[src/rtl/fifo_uart_pkg.sv]
// Shared types and helpers for the FIFO-fed UART transmitter.
package fifo_uart_pkg;

  typedef enum logic [2:0] {
    StIdle,
    StLoad,
    StStart,
    StData,
    StParity,
    StStop
  } state_t;

  // Serial frame length in clk cycles: start + data + parity + stop bits.
  function automatic int unsigned frame_cycles(input int unsigned dw, input int unsigned cpb,
                                               input int unsigned par, input int unsigned stop);
    return (1 + dw + par + stop) * cpb;
  endfunction

endpackage

[src/rtl/uart_baud_tick.sv]
// Bit-period counter: counts 0..ClksPerBit-1 and flags the terminal count.
module uart_baud_tick #(
  parameter int unsigned ClksPerBit = 4
) (
  input  logic clk_i,
  input  logic rst_ni,
  input  logic clr_i,
  output logic tick_o
);

  localparam int unsigned CntW = (ClksPerBit > 1) ? $clog2(ClksPerBit) : 1;
  localparam logic [CntW-1:0] CntMax = CntW'(ClksPerBit - 1);

  logic [CntW-1:0] cnt_q, cnt_d;

  assign tick_o = (cnt_q == CntMax);

  // Next count: sync clear wins, wrap on terminal count.
  always_comb begin
    cnt_d = cnt_q;
    if (clr_i || tick_o) begin
      cnt_d = '0;
    end else begin
      cnt_d = cnt_q + 1'b1;
    end
  end

  // Counter register with synchronous active-low reset.
  always_ff @(posedge clk_i) begin
    if (!rst_ni) begin
      cnt_q <= '0;
    end else begin
      cnt_q <= cnt_d;
    end
  end

endmodule

[src/rtl/fifo_uart_tx.sv]
// Drains a sync FIFO one word per frame and serialises it as a UART frame on tx.
module fifo_uart_tx
  import fifo_uart_pkg::*;
#(
  parameter int unsigned DATA_WIDTH   = 6,
  parameter int unsigned CLKS_PER_BIT = 4,
  parameter int unsigned PARITY_EN    = 1,
  parameter int unsigned PARITY_ODD   = 0,
  parameter int unsigned STOP_BITS    = 1
) (
  input  logic                  clk,
  input  logic                  rst_n,
  input  logic                  tx_en,
  input  logic                  fifo_empty,
  input  logic [DATA_WIDTH-1:0] fifo_dat,
  output logic                  fifo_rd_en,
  output logic                  tx,
  output logic                  busy,
  output logic                  frame_done
);

  localparam int unsigned IdxW = $clog2(DATA_WIDTH + 1);
  localparam logic [IdxW-1:0] LastData = IdxW'(DATA_WIDTH - 1);
  localparam logic [IdxW-1:0] LastStop = IdxW'(STOP_BITS - 1);
  localparam logic ParOdd = 1'(PARITY_ODD);

  state_t                state_q, state_d;
  logic [DATA_WIDTH-1:0] shift_q, shift_d;
  logic [IdxW-1:0]       idx_q, idx_d;
  logic                  parity_q, parity_d;
  logic                  tx_q, tx_d;
  logic                  tick;

  uart_baud_tick #(
    .ClksPerBit(CLKS_PER_BIT)
  ) u_baud (
    .clk_i (clk),
    .rst_ni(rst_n),
    .clr_i (state_q == StLoad),
    .tick_o(tick)
  );

  assign tx   = tx_q;
  assign busy = (state_q != StIdle);

  // Frame sequencer; shift register always presents the next data bit at bit 0.
  always_comb begin
    state_d    = state_q;
    shift_d    = shift_q;
    idx_d      = idx_q;
    parity_d   = parity_q;
    tx_d       = tx_q;
    fifo_rd_en = 1'b0;
    frame_done = 1'b0;
    unique case (state_q)
      StIdle: begin
        tx_d = 1'b1;
        if (tx_en && !fifo_empty && rst_n) begin
          fifo_rd_en = 1'b1;
          state_d    = StLoad;
        end
      end
      StLoad: begin
        shift_d  = fifo_dat;
        parity_d = (^fifo_dat) ^ ParOdd;
        idx_d    = '0;
        tx_d     = 1'b0;
        state_d  = StStart;
      end
      StStart: begin
        if (tick) begin
          tx_d    = shift_q[0];
          shift_d = shift_q >> 1;
          state_d = StData;
        end
      end
      StData: begin
        if (tick) begin
          if (idx_q == LastData) begin
            idx_d = '0;
            if (PARITY_EN != 0) begin
              tx_d    = parity_q;
              state_d = StParity;
            end else begin
              tx_d    = 1'b1;
              state_d = StStop;
            end
          end else begin
            idx_d   = idx_q + 1'b1;
            tx_d    = shift_q[0];
            shift_d = shift_q >> 1;
          end
        end
      end
      StParity: begin
        if (tick) begin
          tx_d    = 1'b1;
          idx_d   = '0;
          state_d = StStop;
        end
      end
      StStop: begin
        if (tick) begin
          if (idx_q == LastStop) begin
            frame_done = 1'b1;
            state_d    = StIdle;
          end else begin
            idx_d = idx_q + 1'b1;
          end
        end
      end
      default: state_d = StIdle;
    endcase
  end

  // State, datapath and line registers; reset aborts any frame and parks tx high.
  always_ff @(posedge clk) begin
    if (!rst_n) begin
      state_q  <= StIdle;
      shift_q  <= '0;
      idx_q    <= '0;
      parity_q <= 1'b0;
      tx_q     <= 1'b1;
    end else begin
      state_q  <= state_d;
      shift_q  <= shift_d;
      idx_q    <= idx_d;
      parity_q <= parity_d;
      tx_q     <= tx_d;
    end
  end

endmodule

[config.mk]
export PLATFORM = sky130hd
export DESIGN_NAME = fifo_uart_tx
export DESIGN_NICKNAME = d
export VERILOG_FILES = /design/src/rtl/fifo_uart_pkg.sv /design/src/rtl/uart_baud_tick.sv /design/src/rtl/fifo_uart_tx.sv
export SDC_FILE = /design/constraint.sdc
export NUM_CORES = 1
export LEC_CHECK = 0
export ABC_CLOCK_PERIOD_IN_PS = 3550
export BUFFER_PORTS_ARGS = -buffer_cell sky130_fd_sc_hd__buf_2
export CAP_MARGIN = 20
export CORE_ASPECT_RATIO = 1.1
export CORE_MARGIN = 2
export CORE_UTILIZATION = 40
export CTS_BUF_LIST = sky130_fd_sc_hd__clkbuf_4 sky130_fd_sc_hd__clkbuf_8
export CTS_CLUSTER_SIZE = 8
export DETAILED_ROUTE_END_ITERATION = 8
export GPL_TIMING_DRIVEN = 0
export PLACE_DENSITY = 0.6
export SLEW_MARGIN = 20
export SYNTH_ARGS = -nofsm -noshare
export SYNTH_HDL_FRONTEND = slang
export SYNTH_SLANG_ARGS = --single-unit
export TNS_END_PERCENT = 20
[constraint.sdc]
create_clock -name clk -period 3.55 [get_ports clk]
set_input_delay 0.71 -clock clk [delete_from_list [all_inputs] [get_ports clk]]
set_output_delay 0.71 -clock clk [all_outputs]
set_load 0.05 [all_outputs]
-- Yosys cells after proc, flatten, opt, wreduce, memory -nomap -nowiden
Cells that the tools add are included.
- register bits: 16
- input port bits: 10
- output and inout port bits: 4
- add/sub/neg operators: 2
- eq/ne operators: 16
- multiplexer cells: 28
- bitwise gates (word level): 1
- reductions and logical operators: 16
- operator list (cell ; number):
    3-bit 2-to-1 mux ; 12
    6-bit 2-to-1 mux ; 3
    3-bit one-hot mux with 6 select lines ; 1
    6-bit one-hot mux with 3 select lines ; 1
    3-bit one-hot mux with 4 select lines ; 1
    2-bit != test, second input constant ; 5
    3-bit equality test, second input constant ; 3
    1-bit 2-to-1 mux ; 9
    2-bit by 1-bit != test with 1-bit output, second input constant ; 4
    4-bit AND reduction ; 2
    7-bit AND reduction ; 1
    3-bit by 2-bit equality test with 1-bit output, second input constant ; 2
    3-bit zero test ; 2
    3-bit nonzero test ; 2
    6-bit XOR reduction ; 1
    1-bit one-hot mux with 5 select lines ; 1
    5-bit AND reduction ; 1
    5-bit nonzero test ; 1
    4-bit nonzero test ; 1
    3-bit by 1-bit adder with 3-bit output, second input constant ; 1
    3-bit by 1-bit equality test with 1-bit output, second input constant ; 1
    2-bit by 1-bit adder with 2-bit output, second input constant ; 1
    2-bit equality test, second input constant ; 1
    1-bit logical AND ; 2
    4 further kinds ; 4

-- Logic depth before layout (Yosys ltp)
Gate-level depths: netlist of run 1.
- depth after elaboration: 5
- depth in mapped cells: 7
- mapped depth without buffers: 6

-- Modules after synthesis
From an unflattened synthesis of run 1, not the netlist that was laid out.
- cell total of the unflattened synthesis: 111
- area, all modules: 1012.2 um2
- modules (own cells, without submodules) (module ; instances ; cells each ; area an instance (um2)):
    fifo_uart_tx ; 1 ; 106 ; 932.1
    uart_baud_tick ; 1 ; 5 ; 80.1

-- Worst setup path before layout of run 1
No wires, ideal clock.
- kind: flip-flop to output port
- start point: register u_baud.cnt_q[0]
- end point: output frame_done
- data arrival time: 1.946 ns
- setup slack: 0.894 ns
- stages on the path, launching flop included: 6
- path buffers: 1
- cells stage by stage: dfxtp_1 -> ha_1 -> buf_2 -> nor2b_1 -> nand2_1 -> nor3_1
- cells in the longest elaborated chain, start to end: 3
- ends and longest elaborated chain (what ; line ; source):
    from (decl) ; uart_baud_tick.sv:14 ; logic [CntW-1:0] cnt_q, cnt_d;
    from (signal assigned) ; uart_baud_tick.sv:33 ; cnt_q <= cnt_d;
    2-bit equality test ; uart_baud_tick.sv:16 ; assign tick_o = (cnt_q == CntMax);
    1-bit 2-to-1 mux ; fifo_uart_tx.sv:103 ; if (tick) begin
    1-bit 2-to-1 mux ; fifo_uart_tx.sv:55 ; unique case (state_q)
    to (decl) ; fifo_uart_tx.sv:19 ; output logic frame_done
Every way passes these cells.

-- Final worst setup path of run 1
- start point: register state_q[2]
- end point: output frame_done
- cells in the longest elaborated chain, start to end: 2
- ends and longest elaborated chain (what ; line ; source):
    from (decl) ; fifo_uart_tx.sv:27 ; state_t state_q, state_d;
    from (signal assigned) ; fifo_uart_tx.sv:119 ; state_q <= StIdle;
    from (signal assigned) ; fifo_uart_tx.sv:125 ; state_q <= state_d;
    3-bit equality test ; fifo_uart_tx.sv:55 ;
    1-bit 2-to-1 mux ; fifo_uart_tx.sv:55 ;
Every way passes these cells.

==> results of run 1 <==
==> per-layer routing <==
| metal | GRT usage (%) | vias up | share of wire, % | routed length [um] |
|---|---|---|---|---|
| met3 | 3.14 | 5 | 3.7 | 87 |
| met5 | 0 | - | 0 | 0 |
| met1 | 21.1 | 457 | 46 | 1070 |
| met4 | 6.59 | 0 | 2.0 | 46 |
| li1 | - | 482 | - | - |
| met2 | 29.5 | 23 | 48 | 1120 |
==> synth_stat cells (2+ instances only) <==
cell type  number
nand2b_1        3
clkbuf_1        2
buf_6           2
nor2_1          2
ha_1            4
buf_2           5
xnor2_1         4
a211o_1         5
nand3_1         5
inv_1           5
nand4_1         4
xor2_1          3
a21oi_1        11
and2_1          2
o21ai_0         4
nand2_1        15
nor2b_1         6
o21ai_1         6
a31oi_1         2
dfxtp_1        16
==> layout make-up <==
cell class	instances	area, um^2
multi-input cells	95	639
flip-flops and latches	16	320
well taps	31	38.8
repair buffers	13	65.1
fillers	269	1310
plain buffers	9	55.1
clock buffers	3	22.5
inverters	5	18.8
==> path summary, 6_finish.rpt <==
| path | slack [ns] | end | startpoint | depth (start not counted) |
|---|---|---|---|---|
| worst max-delay path | 0.93 | frame_done | state_q[2]$_SDFFE_PN0P_ | 5 |
| worst min-delay path | 0.45 | u_baud.cnt_q[0]$_SDFF_PP0_ | u_baud.cnt_q[0]$_SDFF_PP0_ | 1 |
| worst max register to register | 1.99 | state_q[0]$_SDFFE_PN0P_ | idx_q[1]$_SDFFE_PN0P_ | 6 |
| worst min register to register | 0.45 | u_baud.cnt_q[0]$_SDFF_PP0_ | u_baud.cnt_q[0]$_SDFF_PP0_ | 1 |
==> per-stage QoR <==
step                hold WS, ns  setup slack (ns)  cell area (um^2)
finish                    0.445             0.931              1160
global route              0.493             0.825              1160
CTS                       0.446             0.979              1160
detailed placement        0.429              1.32              1140
global placement          0.425              1.34              1140
floorplan                 0.406             0.894              1030
==> registers in the layout, summed over array words and instances (netlist names) <==
| signal | flops |
|---|---|
| tx | 1 |
| state_q | 3 |
| u_baud.cnt_q | 2 |
| shift_q | 6 |
| parity_q | 1 |
| idx_q | 3 |
==> where the power goes <==
part	internal (mW)	switching [mW]
combinational	0.137	0.223
sequential	0.221	0.0275
clock	0.0396	0.0608
total	0.398	0.312
==> kinds of logic after synthesis <==
group                      Yosys count
xor gates and xnor gates             7
muxes                                1
and+or+nand+nor                     45
AOI/OAI and AO/OA                   38
buffers and inverters               14
DFF                                 16
adders and majority gates            4
==> impl_metrics.csv, run 1 <==
group,metric,value,unit
drt,drc_errors,0,
die,fp.dieArea,3010,um^2
drt,first_iter_violations,8,
final_layout,final_util,46.9,%
sta,relSlewSlack,70.1,%
global_routing,grt_pass1_vias,912,
yosys,synth_edf_count,0,
final_layout,most-common-layout-cells,"18 x buf_2, 16 x dfxtp_1, 15 x nand2_1",
critical_path,path_buf_inv,3,
drt,routed_wl,2.33,mm
final_layout,final_common_cell,"buf_2",
global_routing,grt_max_degree,11,
yosys,postSynthCellCount,125,
drt,ant_nets,0,
yosys,synth_top_family_by_area,"compound AO/OA/AOI/OAI gates",
hold_path,hold_class,"reg2reg",
pwr,powerDensity,612,nW/um^2
place,gp_congestion,0.862,
drt,first_pass_iters,4,
die,die_height,57.3,um
critical_path,cp_common_cell,"buf_2",
die,die_width,52.5,um
clock_network,holdBufCountCts,0,
sta,setup_viol,0,
pwr,ir_drop,0.000360,V
yosys,synth.distinct_cells,39,
final_layout,drive_above_1_share,19.9,%
run,maxCapViolations,0,
sta,worst_pin_slew,0.448,ns
clock_network,clock_sinks,16,
clock_network,htree_levels,1,
clock_network,clk_path_buf_depth,2,
yosys,synth_fp_nets,139,
sta,maxSlewViolCount,0,
yosys,synth_area_leader_cell,"dfxtp_1",
yosys,synth_mux_area_share,0.969,%
global_routing,grtUsageTotal,17.2,%
sta,rsz0062_at_grt,"no",
clock_network,post_cts_buffers,0,
die,core_area,2470,um^2
global_routing,grt_pass1_wl,3.85,mm
final_layout,fin_nets,157,
global_routing,grt-ovfl-total,0,
yosys,synthAdderAreaFrac,4.84,%
yosys,synthFlopType,"dfxtp_1",
clock_network,numCtsBuffers,3,
pwr,p_total,710,uW
critical_path,path_cells,"buf_2, clkbuf_1, nand2_1, nor3_1, buf_2",
critical_path,required,2.84,ns
final_layout,area_growth,12.2,%
clock_network,cts_root_buf,"clkbuf_4",
critical_path,worst_setup_path_end_kind,"output port",
sta,fin_crit_sh,73.8,%
drt,routedWlPerCell,13.5,um
die,io_pins,14,
sta,hold_viol_final,0,
pwr,leakage,0.457,nW
yosys,ys_async_sr_fraction,0,%
drt,vias,967,
place,placed_cells,169,
yosys,syn_avg_cell_area,8.27,um^2
yosys,ys_seq_area_share,31.0,%
yosys,synth_top_area_share,31.0,%
critical_path,path_class,"reg2out",
critical_path,cpMaxStageDelayCell,"dfxtp_1",
yosys,netlist_area,1030,um^2
final_layout,fin_cells,172,
yosys,ys_ff_latch,16,
critical_path,crit_path_max_incr_delay,0.42,ns
sta,final.min_clock_period,2.62,ns
critical_path,arrival,1.91,ns
clock_network,cts_resized,0,
die,rows,19,
yosys,yosys_warnings,0,
yosys,synthTopCellsByArea,"dfxtp_1 31%, nand2_1 5.4%, a21oi_1 5.3%, ha_1 4.8%, a211o_1 4.2%",
clock_network,clock_latency,0.29,ns
clock_network,tritoncts,"yes",
critical_path,critPathMaxFanout,10,
yosys,synth_compound_area_share,26.0,%
final_layout,n_antenna_cell,0,
die,start_util,41.8,%
place,dp_hpwl,1.72,mm
sta,timing.fmax,382,MHz
drt,vias_per_cell,5.62,
yosys,synth-simple-area-share,24.1,%
place,port_buffers,13,
sta,skew,0.00333,ns
sta,tns,0,ns
global_routing,antenna_found_initial,0,
critical_path,cp_top_family,"buffers and inverters",
clock_network,cts.clk_slew.worst_paths,0.10,ns
yosys,synth_xor_area_share,5.93,%
critical_path,crit_path_start_kind,"flip-flop",
status,status,"finished clean",
Power figures use the tool's default switching activity.
==> run 2: changes to the inputs <==
--- a/config.mk
+++ b/config.mk
@@ -5,7 +5,8 @@
 export SDC_FILE = /design/constraint.sdc
 export NUM_CORES = 1
 export LEC_CHECK = 0
-export ABC_CLOCK_PERIOD_IN_PS = 3550
+export ABC_AREA = 1
+export ABC_CLOCK_PERIOD_IN_PS = 2550
 export BUFFER_PORTS_ARGS = -buffer_cell sky130_fd_sc_hd__buf_2
 export CAP_MARGIN = 20
 export CORE_ASPECT_RATIO = 1.1
@@ -15,7 +16,7 @@
 export CTS_CLUSTER_SIZE = 8
 export DETAILED_ROUTE_END_ITERATION = 8
 export GPL_TIMING_DRIVEN = 0
-export PLACE_DENSITY = 0.6
+export PLACE_DENSITY = 0.59
 export SLEW_MARGIN = 20
 export SYNTH_ARGS = -nofsm -noshare
 export SYNTH_HDL_FRONTEND = slang
==> constraint.sdc (replaced) <==
create_clock -name clk -period 2.55 [get_ports clk]
set_input_delay 0.51 -clock clk [delete_from_list [all_inputs] [get_ports clk]]
set_output_delay 0.51 -clock clk [all_outputs]
set_load 0.05 [all_outputs]
==> impl_metrics.csv, run 2 <==
group,metric,value,unit
die,core_area,2780,um^2
yosys,netlist_area,1160,um^2
drt,vias_per_cell,4.55,
global_routing,grt_pass1_vias,946,
sta,relSlewSlack,83.0,%
critical_path,worst_setup_path_end_kind,"output port",
sta,final.min_clock_period,2.00,ns
clock_network,post_cts_buffers,0,
clock_network,cts_root_buf,"clkbuf_4",
final_layout,num-fill-cells,303,
drt,first_pass_iters,4,
final_layout,n_antenna_cell,0,
critical_path,path_class,"reg2out",
critical_path,r2r_cells,9,
final_layout,largest_reg_flops,6,
global_routing,grt-ovfl-total,0,
sta,rsz0062_at_grt,"no",
pwr,powerDensity,1260,nW/um^2
place,placed_cell_area,1270,um^2
yosys,ys_async_sr_fraction,0,%
place,gp_congestion,0.843,
global_routing,grt_pass1_wl,3.88,mm
yosys,synth_area_leader_cell,"dfxtp_1",
drt,routed_wl,2.27,mm
final_layout,final_common_cell,"nand2_1",
yosys,synth.distinct_cells,24,
critical_path,r2r_end,"idx_q[2]$_SDFFE_PN0P_",
pwr,ir_drop,0.000856,V
global_routing,grt_max_degree,11,
drt,ant_nets,0,
clock_network,cts.clk_slew.worst_paths,0.11,ns
clock_network,numCtsBuffers,3,
yosys,synthTopCellsByCount,"57 x nand2_1, 27 x nor2_1, 26 x inv_1, 16 x dfxtp_1, 9 x nor2_2",
hold_path,min_path_cells,1,
die,fp.dieArea,3350,um^2
sta,final_critical_path_setup_slack,0.549,ns
final_layout,most-common-layout-cells,"57 x nand2_1, 27 x nor2_1, 26 x inv_1",
hold_path,hold_class,"reg2reg",
die,die_height,60.5,um
clock_network,clock_sinks,16,
place,dp_hpwl,1.83,mm
final_layout,fin_nets,218,
yosys,yosys_warnings,0,
run,maxCapViolations,0,
drt,vias,1073,
drt,routedWlPerCell,9.60,um
final_layout,final_area,1300,um^2
die,die_width,55.4,um
yosys,synth_edf_count,0,
sta,maxSlewViolCount,0,
hold_path,hold_start,"u_baud.cnt_q[0]$_SDFF_PP0_",
critical_path,required,2.04,ns
place,port_buffers,13,
yosys,synthFlopType,"dfxtp_1",
yosys,ys_ff_latch,16,
sta,setup_viol,0,
clock_network,htree_levels,1,
drt,first_iter_violations,36,
yosys,ys_seq_area_share,27.6,%
final_layout,reg.largest.list,"shift_q (6), idx_q (3), state_q (3)",
yosys,yosysMostFrequentCell,"nand2_1",
yosys,synth_fp_nets,200,
place,place_ws,0.880,ns
critical_path,critPathMaxFanout,9,
yosys,postSynthCellCount,186,
clock_network,clock_latency,0.29,ns
global_routing,antenna_found_initial,0,
sta,worst_pin_slew,0.252,ns
sta,skew,0.0133,ns
final_layout,drive_above_1_share,23.2,%
status,status,"finished clean",
pwr,leakage,0.702,nW
clock_network,clk_path_buf_depth,2,
yosys,syn_avg_cell_area,6.24,um^2
die,io_pins,14,
final_layout,area_growth,12.3,%
global_routing,grtUsageTotal,14.4,%
sta,hold_viol_final,0,
critical_path,worstSetupStartpoint,"state_q[0]$_SDFFE_PN0P_",
clock_network,tritoncts,"yes",
yosys,synthTopCellsByArea,"dfxtp_1 28%, nand2_1 18%, nor2_1 8.7%, inv_1 8.4%, nor2_2 4.8%",
critical_path,rr_startpoint,"idx_q[0]$_SDFFE_PN0P_",
critical_path,rrSetupSlack,1.17,ns
yosys,synth_top_area_share,27.6,%
die,rows,20,
sta,fin_crit_sh,78.5,%
critical_path,arrival,1.49,ns
clock_network,holdBufCountCts,0,
critical_path,crit_path_start_kind,"flip-flop",
final_layout,regMostFlops,"shift_q",
sta,timing.fmax,500,MHz
hold_path,worst_hold_path.endpoint,"u_baud.cnt_q[0]$_SDFF_PP0_",
clock_network,cts_resized,0,
die,start_util,41.8,%
sta,tns,0,ns
drt,drc_errors,0,
## run 2: cell count changes in the layout (fill, tap and decap cells not counted), moves of 4 or more
| cell | delta |
|---|---|
| nand2_1 | +42 |
| nor2_1 | +25 |
| inv_1 | +21 |
| nor2_2 | +8 |
| a21oi_1 | -7 |
| nor2b_1 | -6 |
| a211o_1 | -5 |
| buf_2 | -5 |
| nand2_2 | +4 |
## run 2: metal layers
| metal | up-vias | global-route usage (%) | wire length (um) |
|---|---|---|---|
| met2 | 24 | 27.2 | 1070 |
| met4 | 0 | 4.18 | 19 |
| met1 | 455 | 17.5 | 1070 |
| met5 | - | 0 | 0 |
| li1 | 592 | - | - |
| met3 | 2 | 1.49 | 107 |
## run 2: through the flow
step / std cells / hold WS, ns / power (mW) / utilization [%]
2_1_floorplan: 186 / 0.398 / 1.30 / -
3_3_place_gp: 232 / 0.408 / 1.46 / 45.6
3_5_place_dp: 232 / 0.421 / 1.48 / 45.6
4_1_cts: 236 / 0.435 / 1.66 / 46.9
5_1_grt: 236 / 0.449 / 1.82 / 46.9
6_report: 236 / 0.429 / 1.64 / 46.9
## run 2: cell type report
| class | instances | area [um^2] | area share, % |
|---|---|---|---|
| repair buffers | 13 | 65.1 | 4.99 |
| plain buffers | 5 | 52.6 | 4.03 |
| flip-flops and latches | 16 | 320 | 24.6 |
| clock buffers | 4 | 36.3 | 2.78 |
| multi-input cells | 135 | 676 | 51.8 |
| inverters | 30 | 113 | 8.64 |
| well taps | 33 | 41.3 | 3.17 |
## run 2: cells by family after synthesis
kind of cell    after synthesis  synth area share (%)
xor+xnor                      1                 0.754
fa+ha+maj                     4                  4.31
flops                        16                  27.6
buf+inv                      35                  14.2
compound gates               17                  8.30
simple gates                113                  44.8
## run 2: worst max-delay path by stage
stage	cells past startpoint	endpoint
after detailed placement	6	frame_done
final	6	frame_done
after global placement	6	frame_done
after CTS	6	frame_done
after global routing	5	frame_done
after floorplan	4	fifo_rd_en
## run 2: worst max-delay path, stage by stage (launching register included)
cell and delay [ns]:
dfxtp_1 0.32, buf_4 0.16, nand2_1 0.07, nor2_2 0.14, nand2_1 0.12, nor2_1 0.10
buf_2 0.27
## run 2: report_power, final
group	internal [mW]	leakage [nW]	switching, mW
registers	0.346	0.132	0.0465
clock network	0.0868	0.0210	0.0838
logic	0.381	0.549	0.698
